**src/rtl/alu_rx_interface_pkg.sv**
```systemverilog
// Shared ALU definitions: default widths, opcode constants and the
// 3-bit state encoding of the rx/tx sequencer.
package alu_defs;

  localparam int NB_DATA_DEF = 8;
  localparam int NB_CODE_DEF = 6;

  // MIPS funct-field opcodes understood by the ALU
  localparam logic [5:0] OP_ADD = 6'b100000;
  localparam logic [5:0] OP_SUB = 6'b100010;
  localparam logic [5:0] OP_AND = 6'b100100;
  localparam logic [5:0] OP_OR  = 6'b100101;
  localparam logic [5:0] OP_XOR = 6'b100110;
  localparam logic [5:0] OP_SRA = 6'b000011;
  localparam logic [5:0] OP_SRL = 6'b000010;
  localparam logic [5:0] OP_NOR = 6'b100111;

  localparam logic [2:0] ST_WAIT_A    = 3'd0;
  localparam logic [2:0] ST_WAIT_B    = 3'd1;
  localparam logic [2:0] ST_WAIT_OP   = 3'd2;
  localparam logic [2:0] ST_COMPUTE   = 3'd3;
  localparam logic [2:0] ST_SEND      = 3'd4;
  localparam logic [2:0] ST_WAIT_DONE = 3'd5;

  typedef enum logic [2:0] {
    WAIT_A    = ST_WAIT_A,
    WAIT_B    = ST_WAIT_B,
    WAIT_OP   = ST_WAIT_OP,
    COMPUTE   = ST_COMPUTE,
    SEND      = ST_SEND,
    WAIT_DONE = ST_WAIT_DONE
  } rx_state_e;

endpackage

```
**src/rtl/alu_rx_interface.sv**
```systemverilog
// Sequencer between the UART receiver, the ALU and the UART transmitter.
//
// state     | meaning
// ----------+--------------------------------------------------
// WAIT_A    | idle, next byte is operand A
// WAIT_B    | next byte is operand B
// WAIT_OP   | next byte is the opcode (upper bits must be zero)
// COMPUTE   | one cycle for the ALU to settle, result captured
// SEND      | tx_start asserted whenever the transmitter is free
// WAIT_DONE | byte handed off, waiting for tx_done
module alu_rx_interface
  import alu_defs::*;
#(
  parameter int NB_DATA = NB_DATA_DEF,
  parameter int NB_CODE = NB_CODE_DEF
) (
  input  logic               clk,
  input  logic               reset,
  input  logic [NB_DATA-1:0] rx_data,
  input  logic               rx_valid,
  input  logic               tx_busy,
  input  logic               tx_done,
  output logic               tx_start,
  output logic [NB_DATA-1:0] tx_data,
  output logic [NB_DATA-1:0] dato1,
  output logic [NB_DATA-1:0] dato2,
  output logic [NB_CODE-1:0] op_code,
  input  logic [NB_DATA-1:0] salida,
  output logic               frame_err,
  output logic               overrun
);

  rx_state_e          state_q, state_d;
  logic [NB_DATA-1:0] dato1_q, dato1_d;
  logic [NB_DATA-1:0] dato2_q, dato2_d;
  logic [NB_CODE-1:0] op_code_q, op_code_d;
  logic [NB_DATA-1:0] tx_data_q, tx_data_d;
  logic               frame_err_q, frame_err_d;
  logic               overrun_q, overrun_d;

  // State and datapath registers, synchronous reset has top priority
  always_ff @(posedge clk) begin
    if (reset) begin
      state_q     <= WAIT_A;
      dato1_q     <= '0;
      dato2_q     <= '0;
      op_code_q   <= '0;
      tx_data_q   <= '0;
      frame_err_q <= 1'b0;
      overrun_q   <= 1'b0;
    end else begin
      state_q     <= state_d;
      dato1_q     <= dato1_d;
      dato2_q     <= dato2_d;
      op_code_q   <= op_code_d;
      tx_data_q   <= tx_data_d;
      frame_err_q <= frame_err_d;
      overrun_q   <= overrun_d;
    end
  end

  // Next-state logic: frame assembly, result capture and tx handshake
  always_comb begin
    state_d     = state_q;
    dato1_d     = dato1_q;
    dato2_d     = dato2_q;
    op_code_d   = op_code_q;
    tx_data_d   = tx_data_q;
    frame_err_d = 1'b0;
    overrun_d   = overrun_q;
    tx_start    = 1'b0;

    case (state_q)
      WAIT_A: begin
        if (rx_valid) begin
          dato1_d = rx_data;
          state_d = WAIT_B;
        end
      end
      WAIT_B: begin
        if (rx_valid) begin
          dato2_d = rx_data;
          state_d = WAIT_OP;
        end
      end
      WAIT_OP: begin
        if (rx_valid) begin
          // anything above the funct field means a corrupt frame
          if (rx_data[NB_DATA-1:NB_CODE] == '0) begin
            op_code_d = rx_data[NB_CODE-1:0];
            state_d   = COMPUTE;
          end else begin
            frame_err_d = 1'b1;
            state_d     = WAIT_A;
          end
        end
      end
      COMPUTE: begin
        tx_data_d = salida;
        state_d   = SEND;
        if (rx_valid) overrun_d = 1'b1;
      end
      SEND: begin
        tx_start = !tx_busy;
        if (!tx_busy) state_d = WAIT_DONE;
        if (rx_valid) overrun_d = 1'b1;
      end
      WAIT_DONE: begin
        if (tx_done) state_d = WAIT_A;
        if (rx_valid) overrun_d = 1'b1;
      end
      default: state_d = WAIT_A;
    endcase
  end

  assign tx_data   = tx_data_q;
  assign dato1     = dato1_q;
  assign dato2     = dato2_q;
  assign op_code   = op_code_q;
  assign frame_err = frame_err_q;
  assign overrun   = overrun_q;

endmodule

```
**config.mk**
```make
export PLATFORM = sky130hd
export DESIGN_NAME = alu_rx_interface
export DESIGN_NICKNAME = d
export VERILOG_FILES = /design/src/rtl/alu_rx_interface_pkg.sv /design/src/rtl/alu_rx_interface.sv
export SDC_FILE = /design/constraint.sdc
export NUM_CORES = 1
export LEC_CHECK = 0
export BUFFER_PORTS_ARGS = -buffer_cell sky130_fd_sc_hd__buf_2
export CORE_MARGIN = 1
export CORE_UTILIZATION = 29
export DETAILED_ROUTE_END_ITERATION = 8
export MAX_ROUTING_LAYER = met4
export PLACE_DENSITY = 0.5
export SETUP_SLACK_MARGIN = 0.3
export SLEW_MARGIN = 15
export SYNTH_ARGS = -nofsm -noshare
export SYNTH_HDL_FRONTEND = slang
export SYNTH_SLANG_ARGS = --single-unit
export TNS_END_PERCENT = 50
```
**constraint.sdc**
```tcl
create_clock -name clk -period 2.5 [get_ports clk]
set_clock_uncertainty 0.05 [all_clocks]
set_input_delay 0.375 -clock clk [delete_from_list [all_inputs] [get_ports clk]]
set_output_delay 0.375 -clock clk [all_outputs]
set_load 0.01 [all_outputs]
```
# --- Word-level counts from Yosys, hierarchy flattened ---
# Index checks and enable logic that the tools add are counted.
totals:
  register_bits: 35
  input_bits: 21
  output_inout_bits: 33
  elab_cells: 38
classes:
  n_eq_ne: 10
  n_mux: 9
  bitwise_logic: 2
  n_reduce_logical: 10
op_table:
  columns: ["operator", "count"]
  rows:
  - ["$pmux 3 s6", 1]
  - ["$mux 3", 5]
  - ["$ne 2x2->1 const B", 5]
  - ["$eq 3x2->1 const B", 2]
  - ["$eq 3x3->1 const B", 2]
  - ["$reduce_and 2->1", 3]
  - ["$reduce_or 3->1", 2]
  - ["$reduce_and 5->1", 1]
  - ["$eq 3x1->1 const B", 1]
  - ["$logic_not 3->1", 1]
  - ["$reduce_and 3->1", 1]
  - ["$logic_not 2->1", 1]
  - ["$mux 1", 2]
  - ["$mux 2", 1]
  - ["$not 1->1", 2]
  - ["$logic_not 1->1", 1]

# --- Logic depth before layout (Yosys ltp) ---
depth:
  depth_word: 4
  mapped_depth: 5
  depth_no_buf: 3

# --- Worst setup path before layout ---
# No wires, ideal clock.
synth_path:
  kind: "reg2out"
  startpoint: "register state_q[2]"
  endpoint: "output tx_start"
  t_arrival_ns: 1.024
  t_required_ns: 2.075
  setup_slack_ns: 1.051
  stages_incl_launch_ff: 4
  n_path_buf: 1
  path_cell_list: "dfxtp_1 buf_2 nor2b_1 nor3b_1"
synth_between:
  elab_chain_len: 2
synth_rtl:
  columns: ["element", "line", "text"]
  rows:
  - ["start, declared", "alu_rx_interface.sv:33", "rx_state_e state_q, state_d;"]
  - ["start signal, assigned", "alu_rx_interface.sv:52", "state_q <= state_d;"]
  - ["$eq 3x3->1", "alu_rx_interface.sv:73", "case (state_q)"]
  - ["$mux 1", "alu_rx_interface.sv:73", null]
  - ["end, declared", "alu_rx_interface.sv:23", "output logic tx_start,"]
# No other way between the ends.

# --- Final worst setup path ---
# Same ends and word-level chain as after synthesis.

==> flow_summary.json <==
{
  "start_kind": "flop",
  "p_per_area_nw_per_um2": 703.1,
  "finalSetupViolCount": 0,
  "dp_slack_ps": 865.2,
  "wirelength_mm": 3.298,
  "post-route-util_pct": 40.04,
  "synth_area_leaders": "dfxtp_1 50%, mux2i_1 12%, a21oi_1 5.7%",
  "die_h_um": 71.33,
  "drt-vias-per-instance": 4.854,
  "drive_gt1_share_pct": 32.34,
  "rr_endpoint": "tx_data[7]",
  "hold_violations": 0,
  "drcViolationCount": 2,
  "first_pass_iters": 6,
  "top_usage_layer": "met2",
  "crit_fanout": 13,
  "drt_iter0_drc": 68,
  "post_cts_buffers": 0,
  "grt_use_met3_pct": 4.641,
  "overflow": 0,
  "worst_setup_path_end_kind": "output port",
  "p_clk_share_pct": 41.3,
  "grt_max_degree": 37,
  "clk_latency_ps": 280,
  "die-area_um2": 5087,
  "critical_path.max_stage_delay_ps": 560,
  "cts_hold_buf": 0,
  "whs_endpoint": "tx_data[4]",
  "synth-seq-cells": 35,
  "cpLargestDelayFamily": "flip-flops",
  "relSlewSlack_pct": 58.31,
  "htreeDepth": 2,
  "final_net_count": 221,
  "p_comb_share_pct": 10.7,
  "synth_nets": 171,
  "syn_to_final_growth_pct": 28.55,
  "cts_max_path_buffers": 2,
  "hp-start": "salida[4]",
  "final-max-slew-violation-count": 0,
  "fin_crit_sh_pct": 75.90,
  "synth_area_per_cell_um2": 9.292,
  "clock_sinks": 35,
  "core_area_um2": 4474,
  "slowest_stage": "dfxtp_1",
  "grtUsageMet2_pct": 22.65,
  "synth_top_area_share_pct": 50.27,
  "fin_tns_setup_ps": 0,
  "timing.critical_path.buf_inv": 1,
  "stdcell_area_um2": 1792,
  "ios": 54,
  "cts-buffers-inserted": 5,
  "p_switching_uw": 295.8,
  "status": "complete, but fails checks",
  "dp.cells": 245,
  "cap_violations": 0,
  "fmax_ghz": 0.5270,
  "p_leak_uw": 0.0008439,
  "hold-path-cell-count": 3,
  "cts_tree": "yes",
  "intPower_uw": 963.9,
  "final.setup.worst_slack_ps": 602.6,
  "tightest_slew_ps": 625.4,
  "clockRootBuffer": "clkbuf_8",
  "rsz0062_at_grt": "false",
  "antenna_cells": 0,
  "ir_drop_uv": 259.3,
  "power_frac_seq_pct": 47.9,
  "r2r_start": "state_q[0]",
  "synth_area_um2": 1394,
  "dp_hpwl_mm": 2.413,
  "rows": 24,
  "crit_required_ps": 2080,
  "place_area_um2": 1674,
  "path_clk_slew_ps": 70,
  "cp.arrival_ps": 1470,
  "vias": 1228,
  "crit_type": "flop to output port",
  "grt_pass1_vias": 1171,
  "grt_pass1_wl_mm": 5.589,
  "violations": "design-rule violations",
  "hold_path_class": "input port to flop",
  "place_congestion": 0.7430,
  "post_cts_resized": 0,
  "use_met1_pct": 17.82,
  "gr-usage-all-layers_pct": 14.79,
  "seq_area_frac_synth_pct": 50.27,
  "fin_cells": 253,
  "initial_core_util_pct": 31.15,
  "rr_worst_depth": 3,
  "io_buffers": 53,
  "ys_types": 25,
  "yosysTopAreaCell": "dfxtp_1",
  "min_period_ps": 1897,
  "wl_per_cell_um": 13.04,
  "yosysWarningCount": 0,
  "sw_frac_of_total_pct": 23.48,
  "rrSetupSlack_ps": 840,
  "antenna_found_initial": 0,
  "fillers": 449,
  "ant_nets": 0,
  "die_w_um": 71.33,
  "postSynthCellCount": 150,
  "worstPathCellList": "nor2b_1, nor3b_1, buf_2"
}
[sequential cells by signal (all words and copies together), names as in the netlist]
| name | count |
|---|---|
| state_q | 3 |
| op_code | 6 |
| dato1 | 8 |
| frame_err | 1 |
| overrun | 1 |
| tx_data | 8 |
| dato2 | 8 |
[cell usage after synthesis, drive strengths merged]
library cell and number:
nor3 2, a21oi 16, nand3b 3, o21ai 8
nor4bb 2, nand4bb 1, a211oi 2, nor4b 1
nor3b 1, buf 6, nor2b 1, or2 1
clkbuf 4, nor2 19, nand2b 1, nand3 6
and4bb 2, mux2i 17, o31ai 1, dfxtp 35
and3b 1, inv 1, or4b 1, nand2 18
[area by class of cell]
cell class | count | area [um2] | area share (%)
multi-input combinational | 104 | 639.4 | 35.68
tap | 52 | 65.06 | 3.631
inverter | 1 | 3.754 | 0.2095
sequential | 35 | 700.7 | 39.11
clock buffer | 6 | 82.58 | 4.609
timing repair buffer | 53 | 265.3 | 14.80
clock inverter | 2 | 35.03 | 1.955
[logic make-up after synthesis]
kind of cell / after synthesis / synth area share [%]
simple gates: 60 / 23.43
flops: 35 / 50.27
buf+inv: 11 / 3.859
compound gates: 27 / 10.23
mux: 17 / 12.21
[per-layer routing]
layer	up-vias	part of all wire, %	routed length [um]
met3	7	4.6	151
met5	-	0	0
li1	616	-	-
met1	575	45	1480
met4	0	2.0	67
met2	30	48	1599
[power groups by stage]
stage	sequential (uW)	clock [uW]	combinational [uW]
6_report	604	521	135
5_1_grt	607	569	151
4_1_cts	604	540	138
3_5_place_dp	616	0	138
3_3_place_gp	615	0	134
2_1_floorplan	616	0	83.4
[how the worst max path moves through the flow]
stage / start / end / slack (ps) / cells after the start
floorplan: state_q[2] / tx_start / 1050 / 3
global placement: state_q[0] / dato2[0] / 950 / 3
detailed placement: state_q[0] / tx_data[7] / 870 / 3
CTS: state_q[2] / tx_start / 580 / 3
global route: state_q[2] / tx_start / 500 / 3
finish: state_q[2] / tx_start / 600 / 3
[stage by stage]
stage	hold slack [ps]	total power (uW)
global route	268.1	1327
floorplan	419.6	699.7
CTS	264.5	1282
detailed placement	395.7	753.7
finish	270.4	1260
global placement	390.4	749.7
[placed cells by master, fill, tap and decap left out, types with 2 or more instances in the layout]
| master | Yosys | routed |
|---|---|---|
| buf_2 | 4 | 53 |
| dfxtp_1 | 35 | 35 |
| nor2_1 | 19 | 19 |
| nand2_1 | 18 | 18 |
| mux2i_1 | 17 | 17 |
| a21oi_1 | 16 | 16 |
| o21ai_0 | 8 | 8 |
| nand3_1 | 6 | 6 |
| clkbuf_8 | 0 | 6 |
| nand3b_1 | 3 | 3 |
| a211oi_1 | 2 | 2 |
| nor3_1 | 2 | 2 |
| and4bb_2 | 2 | 2 |
| nor4bb_1 | 2 | 2 |
[worst register-to-register path, stage by stage (launching register included)]
cell,delay [ps]
dfxtp_1,640
nand3b_1,460
mux2i_1,320
nor2_1,60
No activity file was read; power rests on OpenSTA's default activity.
